### src/rtl/hazard_ctrl_unit_pkg.sv
// rtl/hazard_ctrl_unit_pkg.sv - shared types for the pipeline hazard controller
package hazard_ctrl_unit_pkg;

    // Forwarding mux select driven per EX-stage source operand
    typedef enum logic [1:0] {
        FWD_RF  = 2'b00,
        FWD_MEM = 2'b01,
        FWD_WB  = 2'b10
    } fwd_sel_t;

    typedef enum logic [1:0] {
        IDLE       = 2'b00,
        LOAD_STALL = 2'b01,
        MEM_WAIT   = 2'b10
    } hazard_state_t;

endpackage

### src/rtl/hazard_ctrl_unit_scoreboard.sv
// rtl/hazard_ctrl_unit_scoreboard.sv - pending-write scoreboard for multi-cycle MDU results
// Ports: set_en/set_rd mark a register pending, clr_en/clr_rd retire it,
// src_rs is looked up into src_pending, busy is the OR of all pending bits.
module reg_scoreboard #(
    parameter int REG_SIZE = 5,
    parameter int NUM_SRC  = 2
) (
    input  logic                         clk,
    input  logic                         rstN,
    input  logic                         set_en,
    input  logic [REG_SIZE-1:0]          set_rd,
    input  logic                         clr_en,
    input  logic [REG_SIZE-1:0]          clr_rd,
    input  logic [NUM_SRC*REG_SIZE-1:0]  src_rs,
    output logic [NUM_SRC-1:0]           src_pending,
    output logic                         busy
);

    localparam int NUM_REGS = 2 ** REG_SIZE;

    logic [NUM_REGS-1:0] pending;
    logic [NUM_REGS-1:0] pending_nxt;

    // Clear first, then set, so a start and a completion on the same
    // register in one cycle leave it pending. x0 is never tracked.
    always_comb begin
        pending_nxt = pending;
        if (clr_en) begin
            pending_nxt[clr_rd] = 1'b0;
        end
        if (set_en && (set_rd != '0)) begin
            pending_nxt[set_rd] = 1'b1;
        end
    end

    always_ff @(posedge clk or negedge rstN) begin
        if (!rstN) begin
            pending <= '0;
        end else begin
            pending <= pending_nxt;
        end
    end

    always_comb begin
        src_pending = '0;
        for (int i = 0; i < NUM_SRC; i++) begin
            src_pending[i] = pending[src_rs[i*REG_SIZE +: REG_SIZE]];
        end
    end

    assign busy = |pending;

endmodule

### src/rtl/hazard_ctrl_unit.sv
// rtl/hazard_ctrl_unit.sv - operand forwarding, load-use bubbles, memory freeze and MDU scoreboard stalls
// Ports: forwarding inputs (mem_/wb_ regWrite, rd, ex_rs) -> df_mux;
// hazard inputs (id_rs, ex_memRead, mem_access, dmem_ready, MDU signals)
// -> pipeline stall/flush enables; stall_cnt counts pc_stall cycles.
module hazard_ctrl_unit
    import hazard_ctrl_unit_pkg::*;
#(
    parameter int REG_SIZE     = 5,
    parameter int NUM_SRC      = 2,
    parameter int LOAD_BUBBLES = 1,
    parameter int CNT_WIDTH    = 16
) (
    input  logic                         clk,
    input  logic                         rstN,
    input  logic                         mem_regWrite,
    input  logic                         wb_regWrite,
    input  logic [REG_SIZE-1:0]          mem_rd,
    input  logic [REG_SIZE-1:0]          wb_rd,
    input  logic [NUM_SRC*REG_SIZE-1:0]  ex_rs,
    input  logic [NUM_SRC*REG_SIZE-1:0]  id_rs,
    input  logic [NUM_SRC-1:0]           id_rs_used,
    input  logic                         ex_memRead,
    input  logic [REG_SIZE-1:0]          ex_rd,
    input  logic                         mem_access,
    input  logic                         dmem_ready,
    input  logic                         ex_mdu_start,
    input  logic                         id_mdu_op,
    input  logic                         mdu_done,
    input  logic [REG_SIZE-1:0]          mdu_rd,
    output logic [NUM_SRC*2-1:0]         df_mux,
    output logic                         pc_stall,
    output logic                         ifid_stall,
    output logic                         idex_stall,
    output logic                         exmem_stall,
    output logic                         memwb_stall,
    output logic                         idex_flush,
    output logic [CNT_WIDTH-1:0]         stall_cnt
);

    localparam int BW = 2;

    hazard_state_t        state;
    hazard_state_t        state_nxt;
    logic [BW-1:0]        bub_cnt;
    logic [BW-1:0]        bub_cnt_nxt;
    logic [NUM_SRC*2-1:0] fwd_sel;
    logic [NUM_SRC-1:0]   src_pending;
    logic                 mdu_busy;
    logic                 sb_hazard;
    logic                 lu_hazard;
    logic                 freeze;
    logic                 bubble;

    reg_scoreboard #(
        .REG_SIZE (REG_SIZE),
        .NUM_SRC  (NUM_SRC)
    ) u_scoreboard (
        .clk         (clk),
        .rstN        (rstN),
        .set_en      (ex_mdu_start),
        .set_rd      (ex_rd),
        .clr_en      (mdu_done),
        .clr_rd      (mdu_rd),
        .src_rs      (id_rs),
        .src_pending (src_pending),
        .busy        (mdu_busy)
    );

    // MEM stage holds the younger result, so it wins over WB.
    always_comb begin
        fwd_sel = '0;
        for (int i = 0; i < NUM_SRC; i++) begin
            if (mem_regWrite && (mem_rd != '0) &&
                (mem_rd == ex_rs[i*REG_SIZE +: REG_SIZE])) begin
                fwd_sel[i*2 +: 2] = FWD_MEM;
            end else if (wb_regWrite && (wb_rd != '0) &&
                         (wb_rd == ex_rs[i*REG_SIZE +: REG_SIZE])) begin
                fwd_sel[i*2 +: 2] = FWD_WB;
            end
        end
    end

    always_comb begin
        lu_hazard = 1'b0;
        for (int i = 0; i < NUM_SRC; i++) begin
            if (id_rs_used[i] && (ex_rd == id_rs[i*REG_SIZE +: REG_SIZE])) begin
                lu_hazard = 1'b1;
            end
        end
        if (!ex_memRead || (ex_rd == '0)) begin
            lu_hazard = 1'b0;
        end
    end

    assign sb_hazard = (|(src_pending & id_rs_used)) || (id_mdu_op && mdu_busy);
    assign freeze    = mem_access && !dmem_ready;

    // Freeze overrides everything and holds the bubble counter. On release
    // from a freeze that interrupted a load-use stall, the owed bubbles are
    // resumed; otherwise the release cycle is evaluated like IDLE so a
    // load-use pair that formed during the freeze is still caught.
    always_comb begin
        state_nxt   = state;
        bub_cnt_nxt = bub_cnt;
        bubble      = 1'b0;
        if (freeze) begin
            state_nxt = MEM_WAIT;
        end else if (state == LOAD_STALL) begin
            bubble = 1'b1;
            if (bub_cnt <= BW'(1)) begin
                bub_cnt_nxt = '0;
                state_nxt   = IDLE;
            end else begin
                bub_cnt_nxt = bub_cnt - BW'(1);
            end
        end else if ((state == MEM_WAIT) && (bub_cnt != '0)) begin
            bubble    = 1'b1;
            state_nxt = LOAD_STALL;
        end else begin
            state_nxt = IDLE;
            if (sb_hazard) begin
                bubble = 1'b1;
            end else if (lu_hazard) begin
                bubble = 1'b1;
                if (LOAD_BUBBLES > 1) begin
                    state_nxt   = LOAD_STALL;
                    bub_cnt_nxt = BW'(LOAD_BUBBLES - 1);
                end
            end
        end
    end

    always_ff @(posedge clk or negedge rstN) begin
        if (!rstN) begin
            state     <= IDLE;
            bub_cnt   <= '0;
            stall_cnt <= '0;
        end else begin
            state   <= state_nxt;
            bub_cnt <= bub_cnt_nxt;
            if (pc_stall && (stall_cnt != '1)) begin
                stall_cnt <= stall_cnt + CNT_WIDTH'(1);
            end
        end
    end

    // Outputs are forced low while reset is asserted.
    assign df_mux      = rstN ? fwd_sel : '0;
    assign pc_stall    = rstN && (freeze || bubble);
    assign ifid_stall  = rstN && (freeze || bubble);
    assign idex_flush  = rstN && bubble;
    assign idex_stall  = rstN && freeze;
    assign exmem_stall = rstN && freeze;
    assign memwb_stall = rstN && freeze;

endmodule

### config.mk
export PLATFORM = sky130hd
export DESIGN_NAME = hazard_ctrl_unit
export DESIGN_NICKNAME = d
export VERILOG_FILES = /design/src/rtl/hazard_ctrl_unit_pkg.sv /design/src/rtl/hazard_ctrl_unit_scoreboard.sv /design/src/rtl/hazard_ctrl_unit.sv
export SDC_FILE = /design/constraint.sdc
export NUM_CORES = 1
export LEC_CHECK = 0
export CORE_MARGIN = 2
export CORE_UTILIZATION = 40
export CTS_BUF_LIST = sky130_fd_sc_hd__clkbuf_2
export DETAILED_ROUTE_END_ITERATION = 12
export PLACE_DENSITY = 0.67
export SLEW_MARGIN = 20
export SYNTH_ARGS = -nofsm -noshare
export SYNTH_HDL_FRONTEND = slang
export SYNTH_SLANG_ARGS = --single-unit
export TNS_END_PERCENT = 1
### constraint.sdc
create_clock -name clk -period 6.4 [get_ports clk]
set_input_delay 1.92 -clock clk [delete_from_list [all_inputs] [get_ports clk]]
set_output_delay 1.92 -clock clk [all_outputs]
set_load 0.01 [all_outputs]
# == After elaboration in Yosys (flattened, before gate mapping) ==
# Cells that the tools add are included.
# op_classes
addsub,2
magnitude_cmp,7
n_eq_ne,10
n_mux,28
n_bitwise,5
reduce_logical,31
# op_table
op,count
$mux 32,2
$and 32x32->32,1
$not 32->32,1
$or 32x32->32,1
$reduce_or 32->1,1
$eq 5x5->1,6
$lt 5x6->1 const B,4
$logic_and 1x1->1,18
$add 16x1->16 const B,1
$mux 2,8
$ne 16x16->1 const B,1
$reduce_bool 5->1,3
$mux 1,13
$bmux 1 s5,2
$demux 1 s5,2
$ge 5x1->1 const B,2
$logic_not 5->1,1
$mux 4,1
$logic_or 1x1->1,3
$ne 3x2->1 const B,1
$and 2x2->2,1
$eq 2x1->1 const B,1
$eq 2x2->1 const B,1
$le 2x1->1 const B,1
other kinds (6),7
# totals
ff_bits,52
inputBits,52
out_inout_bits,26
word_cells,87

# == Depth between registers and ports, before layout ==
# depth
word_depth,13
depth_mapped,9
ltp_nobuf,8

# == Modules after synthesis ==
# A second synthesis with hierarchy kept.
# hier_totals
cells_unflattened,377
hier_area_um2,3504.6
# modules_own_cells
module,n_inst,cells_each,area_per_inst_um2,seq_area_each_um2
reg_scoreboard,1,217,2014.4,800.8
hazard_ctrl_unit,1,160,1490.2,500.5

# == Worst setup path before layout ==
# Ideal clock, no wire load.
# synth_path
path_type,input port to output port
startpoint,in id_rs[0]
endpoint,out pc_stall
arrival_ns,3.922
setup_slack_ns,0.558
cell_stages,9
cell_sequence,buf_2 > mux4_2 > mux2_1 > a2bb2oi_1 > a31oi_1 > nand3_2 > buf_2 > and2_1 > buf_4
# synth_between
elab_chain_len,12
# synth_rtl
element,line_no,text
start: declaration,hazard_ctrl_unit.sv:20,"input logic [NUM_SRC*REG_SIZE-1:0] id_rs,"
branches (longest 6 deep; another with $bmux 1 s5),--,
$mux 1 (*),hazard_ctrl_unit.sv:121,if (sb_hazard) begin
$mux 1 (*),hazard_ctrl_unit.sv:116,end else if ((state == MEM_WAIT) && (bub_cnt != '0)) begin
$mux 1 (*),hazard_ctrl_unit.sv:108,end else if (state == LOAD_STALL) begin
$mux 1 (*),hazard_ctrl_unit.sv:106,if (freeze) begin
$logic_or 1x1->1 (*),--,
$logic_and 1x1->1 (*),--,
end: declaration,hazard_ctrl_unit.sv:31,"output logic pc_stall,"
# Every way passes the cells marked *. The select of a mux whose other input is x is not followed.

# == Worst setup path after layout ==
# layout_path
startpoint,in ex_rd[3]
endpoint,out pc_stall
# layout_between
elab_chain_len,12
# layout_rtl
element,line_no,text
start: declaration,hazard_ctrl_unit.sv:23,"input logic [REG_SIZE-1:0] ex_rd,"
$eq 5x5->1,hazard_ctrl_unit.sv:86,if (id_rs_used[i] && (ex_rd == id_rs[i*REG_SIZE +: REG_SIZE])) begin
$logic_and 1x1->1,hazard_ctrl_unit.sv:86,
$mux 1 (2 in a row),hazard_ctrl_unit.sv:86,
$mux 1 (*),hazard_ctrl_unit.sv:90,if (!ex_memRead || (ex_rd == '0)) begin
$mux 1 (*),hazard_ctrl_unit.sv:123,end else if (lu_hazard) begin
$mux 1 (*),hazard_ctrl_unit.sv:121,
$mux 1 (*),hazard_ctrl_unit.sv:116,
$mux 1 (*),hazard_ctrl_unit.sv:108,
$mux 1 (*),hazard_ctrl_unit.sv:106,
$logic_or 1x1->1 (*),hazard_ctrl_unit.sv:149,assign pc_stall = rstN && (freeze || bubble);
$logic_and 1x1->1 (*),hazard_ctrl_unit.sv:149,
# Mark *: on every way between the ends. The rest lies on a longest branch, timed or not.

==> results.ini <==
[power_and_ir_drop]
switchingPower_uw=318
largest_voltage_drop_on_the_vdd_net_mv=0.100
power_leakage_nw=1.72
intPower_uw=609
p_seq_share_pct=51.6
power_density_over_the_cells_nw_per_um2=213
fraction_of_power_consumed_by_the_clock_network_pct=14.6
power.share.combinational_pct=33.8
report.power.total_uw=927
power.share.switching_pct=34.3

[yosys]
postSynthNetCount=389
post_synthesis_compound_gate_area_fraction_pct=12.7
share_of_cell_area_taken_by_muxes_after_synthesis_pct=14.4
synth_async_sr_flop_share_pct=100
synth_edf_count=0
yosys.cell_types.count=44
prevailing_post_synth_register_cell=sky130_fd_sc_hd__dfrtp_1
total_of_warnings_raised_by_yosys=0
netlist.top_cell.by_area=sky130_fd_sc_hd__dfrtp_1
synth_area_per_cell_um2=10.0
syn_inst=336
share_of_yosys_cell_area_claimed_by_the_top_area_cell_type_pct=38.6
synth-xor-area-share_pct=11.2
post_synth_most_frequent_cells=sky130_fd_sc_hd__o21ai_0 (57), sky130_fd_sc_hd__dfrtp_1 (52), sky130_fd_sc_hd__xnor2_1 (27)
synth-seq-cells=52
synth_top_family_by_area=simple AND/OR/NAND/NOR gates
synth-simple-area-share_pct=19.2
post-synth-top-count-cell=sky130_fd_sc_hd__o21ai_0
synth.yosys.seq_area_share_pct=38.6
post_synth_instance_area_um2=3370
synth-adder-area-share_pct=0.371
main_area_contributors_after_synthesis=sky130_fd_sc_hd__dfrtp_1 (39%), sky130_fd_sc_hd__mux4_2 (9.4%), sky130_fd_sc_hd__o21ai_0 (8.5%), sky130_fd_sc_hd__xnor2_1 (7.0%), sky130_fd_sc_hd__xor2_1 (4.2%)

[sta]
period_minus_slack_ps=6240
final.setup.tns_ps=0
fin_skew_ps=27.6
hold_viol=0
fin_crit_sh_pct=97.6
fmaxAchievable_ghz=0.160
timing_worst_slew_pin_value_ps=779
finalSetupViolations=0
timing.slew.headroom_pct=48.1
setup_repair_after_global_routing_missed_its_margin=no
report.final.slew_viol_count=0

[placed_design]
place.detailed.hpwl_um=7160
place.detailed.instances=514
io_buffer_count=77
place_congestion=0.887

[final_layout]
finalNonFillerCells=522
multi_input_area_um2=1950
fin_nets=469
areaGrowthSynthToFinish_pct=29.1
fillers=754
post_route_cells_drive_above_1_share_pct=10.1
antenna_cells_inserted=0
area.sequential_um2=1300

[global_routing]
grt_antenna_before_repair=0
largest_net_degree_at_the_start_of_global_routing=69
number_of_global_route_vias_before_repair=2878
grt.met3_usage_pct=3.68
grt_pass1_wl_um=14700
global_router_s_overall_resource_usage_pct=21.1
grt_residual_overflow=0
met2_usage_pct=34.7
grt_busiest_layer=met2
grtUsageMet1_pct=29.2

[clock_tree]
cts_buffer_depth=2
cts.hold.buffers_added=0
clkLatencyLatePin_ps=440
clock-sinks=52
cts.root.buffer_cell=sky130_fd_sc_hd__clkbuf_2
htree_num_levels=2
tritoncts=yes
cts_buffers=5
cts.reportedPaths.clkPinSlew_ps=260

[routing]
routedWlPerCell_um=18.1
drt-vias-per-instance=5.91
dr_total_vias=3085
drc_violations=0
drt_pass1_iterations=5
drt_wl_total_um=9430
count_of_antenna_violating_nets_left_after_detailed_routing=0
drt_iter0_markers=218

[floorplan]
io_pins=78
die_width_um=95.8
die_area_um2=9180
die_height_um=95.8
core_um2=8180
num_rows=33
start_util_pct=41.2

[worst_setup_path]
required_ps=4480
worst-endpoint-arrival_ps=4320
worst-setup-path-type=input port to output port
reg2reg_to=stall_cnt[1]
worst_r2r_path_depth=8
worst_setup_slack_for_register_to_register_paths_ps=3780
cp_slowest_cell=sky130_fd_sc_hd__clkdlybuf4s50_1
cp_slowest_stage_delay_ps=470
cell_by_cell_trace_of_the_critical_path=clkdlybuf4s50_1 > or3_1 > or3_1 > a311oi_1 > nand3_2 > and2_1 > clkdlybuf4s50_1
critical_path.startpoint_type=input port
worstPathMaxFanout=2
r2r_start=u_scoreboard.pending[15]
setup.worst_path.end_class=output port

[min_path]
hold_start=stall_cnt[9]
min_path_type=flip-flop to flip-flop
min_delay_worst_endpoint=stall_cnt[9]
hold_depth=1

[job]
maxCapViolCount=0

[status]
run_status=completed

==> layer usage <==
| metal | up-vias | wire, um |
|---|---|---|
| met3 | 12 | 904 |
| met5 | - | 0 |
| met4 | 0 | 106 |
| met1 | 1498 | 3990 |
| li1 | 1419 | - |
| met2 | 156 | 4430 |
==> layout by cell type (no fill, tap or decap), types with 2 or more instances in the layout <==
cell type / Yosys / layout
sky130_fd_sc_hd__clkdlybuf4s50_1: 0 / 71
sky130_fd_sc_hd__o21ai_0: 57 / 57
sky130_fd_sc_hd__dfrtp_1: 52 / 52
sky130_fd_sc_hd__xnor2_1: 27 / 27
sky130_fd_sc_hd__xor2_1: 16 / 16
sky130_fd_sc_hd__buf_4: 4 / 15
sky130_fd_sc_hd__nand4_1: 14 / 14
sky130_fd_sc_hd__mux4_2: 14 / 14
sky130_fd_sc_hd__nand3_1: 13 / 13
sky130_fd_sc_hd__nand2_1: 13 / 13
sky130_fd_sc_hd__nand3b_1: 12 / 12
sky130_fd_sc_hd__nor4_1: 12 / 12
sky130_fd_sc_hd__mux2i_1: 11 / 11
sky130_fd_sc_hd__nor2_1: 7 / 7
sky130_fd_sc_hd__o21ai_1: 7 / 7
sky130_fd_sc_hd__and3_1: 7 / 7
sky130_fd_sc_hd__clkbuf_2: 0 / 7
sky130_fd_sc_hd__or3b_1: 6 / 6
sky130_fd_sc_hd__and2_1: 5 / 5
sky130_fd_sc_hd__inv_1: 5 / 5
sky130_fd_sc_hd__or3_1: 4 / 4
sky130_fd_sc_hd__or4_1: 4 / 4
sky130_fd_sc_hd__dlymetal6s2s_1: 0 / 4
sky130_fd_sc_hd__o211ai_1: 3 / 3
sky130_fd_sc_hd__nand2b_1: 3 / 3
sky130_fd_sc_hd__a31oi_1: 3 / 3
sky130_fd_sc_hd__mux2_1: 3 / 3
sky130_fd_sc_hd__o21a_1: 2 / 2
sky130_fd_sc_hd__nor2b_1: 2 / 2
==> power by group through the flow <==
stage,Clock (mW),Sequential [mW],Combinational (mW)
5_1_grt,0.152,0.487,0.343
6_report,0.135,0.479,0.313
3_5_place_dp,0,0.482,0.314
4_1_cts,0.139,0.475,0.316
2_1_floorplan,0,0.459,0.179
3_3_place_gp,0,0.481,0.307
==> state kept, by name (all words and copies together) (netlist names) <==
signal / cells
bub_cnt: 2
stall_cnt: 16
state: 2
u_scoreboard.pending: 32
==> worst max-delay path: cells and delay by family <==
kind | cells | cell delay (ps)
AND/OR/NAND/NOR | 4 | 1100
AO/OA/AOI/OAI | 1 | 410
buffers and inverters | 2 | 880
==> what timing repair did <==
| item | 4_1_cts | 5_1_grt |
|---|---|---|
| resized for setup | 1 | 4 |
| pin swaps | 0 | 1 |
| setup buffers | 0 | 0 |
| setup endpoints to repair | 3 | 3 |
==> worst max path at each step <==
stage,startpoint,to,slack (ps),cells past startpoint
3_5_place_dp,id_rs[1],pc_stall,-60,8
2_1_floorplan,id_rs[0],pc_stall,560,9
5_1_grt,id_rs[1],ifid_stall,3,8
3_3_place_gp,id_rs[1],pc_stall,-20,8
4_1_cts,id_rs[6],idex_flush,-30,10
6_report,ex_rd[3],pc_stall,160,7
==> kinds of logic (layout without fill, tap and decap cells) <==
family,after synthesis,count (layout)
adders and majority gates,1,1
xor gates and xnor gates,43,43
AOI/OAI and AO/OA,78,78
muxes,30,30
DFF,52,52
and+or+nand+nor,107,107
buffers and inverters,25,106
==> final cells by class <==
class	instances	share of cell area (%)
Tap cell	105	3.02
Clock inverter	1	0.201
Clock buffer	7	0.805
Inverter	5	0.431
Sequential cell	52	29.9
Timing Repair Buffer	93	20.9
Multi-Input combinational cell	259	44.8
==> through the flow <==
step           setup WS [ps]  hold slack, ps  instance area (um^2)  utilization (%)
5_1_grt                 3.20             536                  4350             53.2
3_3_place_gp           -21.9             482                  4300             52.6
6_report                 156             518                  4350             53.2
4_1_cts                -29.0             523                  4340             53.1
3_5_place_dp           -60.5             485                  4300             52.6
2_1_floorplan            558             476                  3370                -
Power figures use the tool's default switching activity.
